===== src/rtl/bound_flasher_sequencer.sv =====
// Bound flasher sequencer: runs the six-phase lamp sweep on a flick request, with
// optional kickback on flick while sweeping up through lamp 5 or lamp 10.
`timescale 1ns/1ps
module bound_flasher_sequencer #(
  parameter int unsigned STEP_DIV    = 1,     // clock cycles per lamp step, must be >= 1
  parameter bit          KICKBACK_EN = 1'b1
) (
  input  logic        clk,
  input  logic        rst,
  input  logic        flick,
  output logic [15:0] lamp,
  output logic [2:0]  state,
  output logic        busy,
  output logic        done
);

  localparam int unsigned   PW      = (STEP_DIV > 1) ? $clog2(STEP_DIV) : 1;
  localparam logic [PW-1:0] TickMax = PW'(STEP_DIV - 1);

  typedef enum logic [2:0] {
    StIdle    = 3'd0,
    StUp5     = 3'd1,
    StDn0     = 3'd2,
    StUp10    = 3'd3,
    StDn5     = 3'd4,
    StUp15    = 3'd5,
    StDn0F    = 3'd6,
    StIllegal = 3'd7
  } state_t;

  state_t         r_state, w_state_d, w_phase;
  logic [15:0]    r_lamp, w_lamp_d, w_step;
  logic [PW-1:0]  r_presc, w_presc_d;
  logic           r_done, w_done_d;
  logic           w_tick, w_up, w_kick;

  function automatic logic exit_hit(input state_t s, input logic [15:0] v);
    case (s)
      StUp5:         return v == 16'h003F;
      StDn0, StDn0F: return v == 16'h0000;
      StUp10:        return v == 16'h07FF;
      StDn5:         return v == 16'h001F;
      StUp15:        return v == 16'hFFFF;
      default:       return 1'b0;
    endcase
  endfunction

  function automatic state_t next_phase(input state_t s);
    case (s)
      StUp5:   return StDn0;
      StDn0:   return StUp10;
      StUp10:  return StDn5;
      StDn5:   return StUp15;
      StUp15:  return StDn0F;
      default: return StIdle;
    endcase
  endfunction

  always_comb begin
    w_tick = (r_presc == TickMax);
    w_up   = (r_state == StUp5) || (r_state == StUp10) || (r_state == StUp15);
    w_kick = KICKBACK_EN && flick && w_tick &&
             ((r_state == StUp10) || (r_state == StUp15)) &&
             ((r_lamp == 16'h003F) || (r_lamp == 16'h07FF));

    w_phase   = r_state;
    w_step    = r_lamp;
    w_state_d = r_state;
    w_lamp_d  = r_lamp;
    w_presc_d = r_presc;
    w_done_d  = 1'b0;

    case (r_state)
      StIdle: begin
        w_presc_d = '0;
        if (flick) begin
          w_state_d = StUp5;
          w_lamp_d  = 16'h0001;
        end
      end
      StUp5, StDn0, StUp10, StDn5, StUp15, StDn0F: begin
        w_presc_d = w_tick ? '0 : r_presc + PW'(1);
        if (w_tick) begin
          if (w_kick) begin
            // Kickback turns the sweep around and is then judged as a down step.
            w_phase = (r_state == StUp10) ? StDn0 : StDn5;
            w_step  = {1'b0, r_lamp[15:1]};
          end else if (w_up) begin
            w_step = {r_lamp[14:0], 1'b1};
          end else begin
            w_step = {1'b0, r_lamp[15:1]};
          end
          w_lamp_d  = w_step;
          w_state_d = w_phase;
          if (exit_hit(w_phase, w_step)) begin
            w_state_d = next_phase(w_phase);
            w_done_d  = (w_phase == StDn0F);
          end
        end
      end
      default: begin
        w_state_d = StIdle;
        w_lamp_d  = '0;
        w_presc_d = '0;
      end
    endcase
  end

  always_ff @(posedge clk or posedge rst) begin
    if (rst) begin
      r_state <= StIdle;
      r_lamp  <= '0;
      r_presc <= '0;
      r_done  <= 1'b0;
    end else begin
      r_state <= w_state_d;
      r_lamp  <= w_lamp_d;
      r_presc <= w_presc_d;
      r_done  <= w_done_d;
    end
  end

  assign lamp  = r_lamp;
  assign state = r_state;
  assign busy  = (r_state != StIdle);
  assign done  = r_done;

endmodule


===== config.mk =====
export PLATFORM = sky130hd
export DESIGN_NAME = bound_flasher_sequencer
export DESIGN_NICKNAME = d
export VERILOG_FILES = /design/src/rtl/bound_flasher_sequencer.sv
export SDC_FILE = /design/constraint.sdc
export NUM_CORES = 1
export LEC_CHECK = 0
export ABC_AREA = 0
export CORE_MARGIN = 3
export CORE_UTILIZATION = 44
export CTS_CLUSTER_DIAMETER = 200
export DETAILED_ROUTE_END_ITERATION = 10
export PLACE_DENSITY = 0.69
export SLEW_MARGIN = 15
export SYNTH_ARGS = -nofsm -noshare
export SYNTH_HDL_FRONTEND = slang
export SYNTH_SLANG_ARGS = --single-unit
export TNS_END_PERCENT = 1

===== constraint.sdc =====
create_clock -name clk -period 3.3 [get_ports clk]
set_input_delay 0.825 -clock clk [delete_from_list [all_inputs] [get_ports clk]]
set_output_delay 0.825 -clock clk [all_outputs]
set_load 0.02 [all_outputs]

==> impl_metrics.yaml, run 1 <==
timing:
  holdWs_ps: 614
  fin_crit_sh_pct: 86.7
  post-route-min-period_ps: 2860
  maxSlewHeadroom_pct: 49.6
  maxSlewViolCount: 0
  setup_violations: 0
  final_hold_viol_count: 0
  worst_slew_pin_slew_ps: 755
  rsz0062_at_grt: "false"
  fin_tns_setup_ps: 0
  fin_skew_ps: 3.75
  fmax_mhz: 350
global_route:
  grt_pass1_wl_mm: 5.92
  antenna_found_initial: 0
  grt_usage_pct: 21.5
  grt-ovfl-total: 0
  first_global_vias: 1176
  grt_max_degree: 21
floorplan:
  rows: 19
  io_pins: 24
  initial_core_util_pct: 47.6
  dieArea_um2: 3760
  die_h_um: 61.3
  die_x_um: 61.3
  core_area_um2: 2830
clock_network:
  htree_levels: 1
  clkSlewWorstSetupHoldPaths_ps: 120
  cts_resized: 0
  cts_hold_buf: 0
  cts_tree: "yes"
  numCtsBuffers: 3
  numClockSinks: 20
  postCtsSetupBuffers: 0
  cts_buffer_depth: 2
  root_buffer: "clkbuf_4"
  clkLatencyLatePin_ps: 300
synthesis:
  synth_cell_types: 42
  synth-seq-cells: 20
  synth_area_um2: 1350
  yosys_warnings: 0
  synthSimpleGateAreaFrac_pct: 26.9
  synth_area_leaders: "dfrtp_1 37%, mux2i_1 11%, nand2_1 7.0%"
  synth_area_leader_cell: "dfrtp_1"
  synth_compound_area_share_pct: 19.8
  syn_inst: 153
  synth_top_family_by_area: "simple AND/OR/NAND/NOR gates"
  synth.net_count: 156
  ys_async_sr_fraction_pct: 100
  avgSynthCellArea_um2: 8.81
  synthMuxAreaShare_pct: 11.1
  synthFlopType: "dfrtp_1"
  synthAdderAreaFrac_pct: 0
  synth-edff-count: 0
  synth_top_cell_area_share_pct: 37.1
  synth-xor-area-share_pct: 0.650
  ys_seq_area_share_pct: 37.1
worst_setup_path:
  critPathSlowestCell: "or4b_4"
  critical_path_peak_fanout: 8
  crit_path_end: "state[1]$_DFFE_PP0P_"
  critPathLaunchType: "flip-flop"
  cp.required_ps: 3500
  ff2ff_path_depth: 7
  cp_cell_sequence: "nand4_1, or4b_4, o31ai_1, mux2i_1, a221oi_4, a21oi_1, a211o_1"
  rrSetupSlack_ps: 440
  critPathCaptureType: "flip-flop"
  r2r_end: "state[1]$_DFFE_PP0P_"
  critPathLaunch: "lamp[1]$_DFFE_PP0P_"
  max_stage_delay_ps: 590
  worstPathArrival_ps: 3060
  worstSetupPathType: "flip-flop to flip-flop"
  reg2reg_from: "lamp[1]$_DFFE_PP0P_"
final_layout:
  layout_commonest_cell: "nand2_1"
  synthToLayoutAreaGrowth_pct: 23.0
  num_antenna_cells: 0
  drive_above_1_share_pct: 11.4
  num-nets-final: 179
  layout_common_cells: "25 x nand2_1, 23 x clkdlybuf4s50_1, 20 x dfrtp_1"
place:
  place_hpwl_mm: 2.50
  place_congestion: 0.911
  port_buffers: 23
power_and_ir_drop:
  vdd_drop_max_mv: 0.184
  power_density_nw_per_um2: 259
  leakagePower_nw: 0.759
detailed_routing:
  first_iter_violations: 103
  num_vias: 1258
  viasPerCell: 6.11
  drt-pass1-iter-count: 4
  post_drt_wl_per_cell_um: 16.6
  route.detailed.drc: 0
  drt_wl_total_mm: 3.43
  ant_nets: 0
hold_path:
  min_path_type: "flip-flop to flip-flop"
flow_run:
  maxCapViolations: 0
run_status:
  status: "completed"
stage by stage:
stage | setup WS, ps | utilization, % | instance area, um^2 | power, W | cells
3_3_place_gp | 313 | 57.3 | 1620 | 0.000289 | 202
6_report | 439 | 58.6 | 1660 | 0.000430 | 206
2_1_floorplan | 488 | - | 1350 | 0.000276 | 153
5_1_grt | 248 | 58.6 | 1660 | 0.000449 | 206
3_5_place_dp | 249 | 57.3 | 1620 | 0.000290 | 202
4_1_cts | 469 | 58.6 | 1660 | 0.000430 | 206
critical path, delay by kind of cell, from the launching register on:
family	cells	cell delay, ps
mux	1	210
compound gates	4	1230
flops	1	480
simple gates	2	840
worst min path at each step:
stage,from,endpoint,cells after the start
after floorplan,lamp[9]$_DFFE_PP0P_,lamp[9]$_DFFE_PP0P_,2
after global placement,lamp[8]$_DFFE_PP0P_,lamp[8]$_DFFE_PP0P_,2
after detailed placement,lamp[7]$_DFFE_PP0P_,lamp[7]$_DFFE_PP0P_,2
after CTS,lamp[7]$_DFFE_PP0P_,lamp[7]$_DFFE_PP0P_,2
after global routing,lamp[9]$_DFFE_PP0P_,lamp[9]$_DFFE_PP0P_,2
final,lamp[9]$_DFFE_PP0P_,lamp[9]$_DFFE_PP0P_,2
sequential cells by signal, summed over array words and instances (netlist names):
name   count
lamp      16
state      3
done       1
cells in the mapped netlist, types with 2 or more instances:
cell,instances
clkbuf_1,10
nor3b_1,4
nor2_1,7
and2_1,2
o22ai_1,2
a21oi_1,5
nand3_1,3
nand2b_1,2
dfrtp_1,20
o21ai_0,2
o21ai_1,13
buf_2,2
nand4_1,7
nand2_1,25
inv_1,3
nor4_1,3
or4_1,2
a21bo_2,2
nor3_1,2
mux2i_1,15
per-layer routing:
layer	GRT usage, %	up-vias	share of wire (%)
li1	-	609	-
met1	32.0	591	48
met2	32.5	46	46
met3	3.56	12	5.5
met4	5.45	0	1.3
met5	0	-	0
layout make-up:
| class | instances | area (um^2) |
|---|---|---|
| Timing Repair Buffer | 30 | 283 |
| Fill cell | 270 | 1170 |
| Tap cell | 31 | 38.8 |
| Clock buffer | 4 | 36.3 |
| Sequential cell | 20 | 500 |
| Inverter | 3 | 11.3 |
| Multi-Input combinational cell | 118 | 788 |
report_power, final:
part	leakage, nW	internal, W	total, W	switching, W
Clock	0.0210	0.0000673	0.000145	0.0000778
Sequential	0.274	0.000246	0.000249	0.00000264
Combinational	0.464	0.0000157	0.0000359	0.0000202
Total	0.759	0.000329	0.000430	0.000101
kinds of logic (layout without fill, tap and decap cells):
kind of cell | after synthesis | in the layout
and+or+nand+nor | 66 | 66
muxes | 15 | 15
buffers and inverters | 15 | 37
AOI/OAI and AO/OA | 36 | 36
DFF | 20 | 20
xor gates and xnor gates | 1 | 1
(Power assumes the default switching activity.)
==> run 2, diff against run 1 <==
--- a/config.mk
+++ b/config.mk
@@ -10,6 +10,7 @@
 export CORE_UTILIZATION = 44
 export CTS_CLUSTER_DIAMETER = 200
 export DETAILED_ROUTE_END_ITERATION = 10
+export HOLD_SLACK_MARGIN = 0.12
 export PLACE_DENSITY = 0.69
 export SLEW_MARGIN = 15
 export SYNTH_ARGS = -nofsm -noshare
==> results of run 2 <==
No change in the layout: final DEF, timing and power equal those of run 1.
==> run 3, diff against run 2 <==
--- a/config.mk
+++ b/config.mk
@@ -16,4 +16,4 @@
 export SYNTH_ARGS = -nofsm -noshare
 export SYNTH_HDL_FRONTEND = slang
 export SYNTH_SLANG_ARGS = --single-unit
-export TNS_END_PERCENT = 1
+export TNS_END_PERCENT = 100
==> results of run 3 <==
No change in the layout: final DEF, timing and power equal those of run 1.
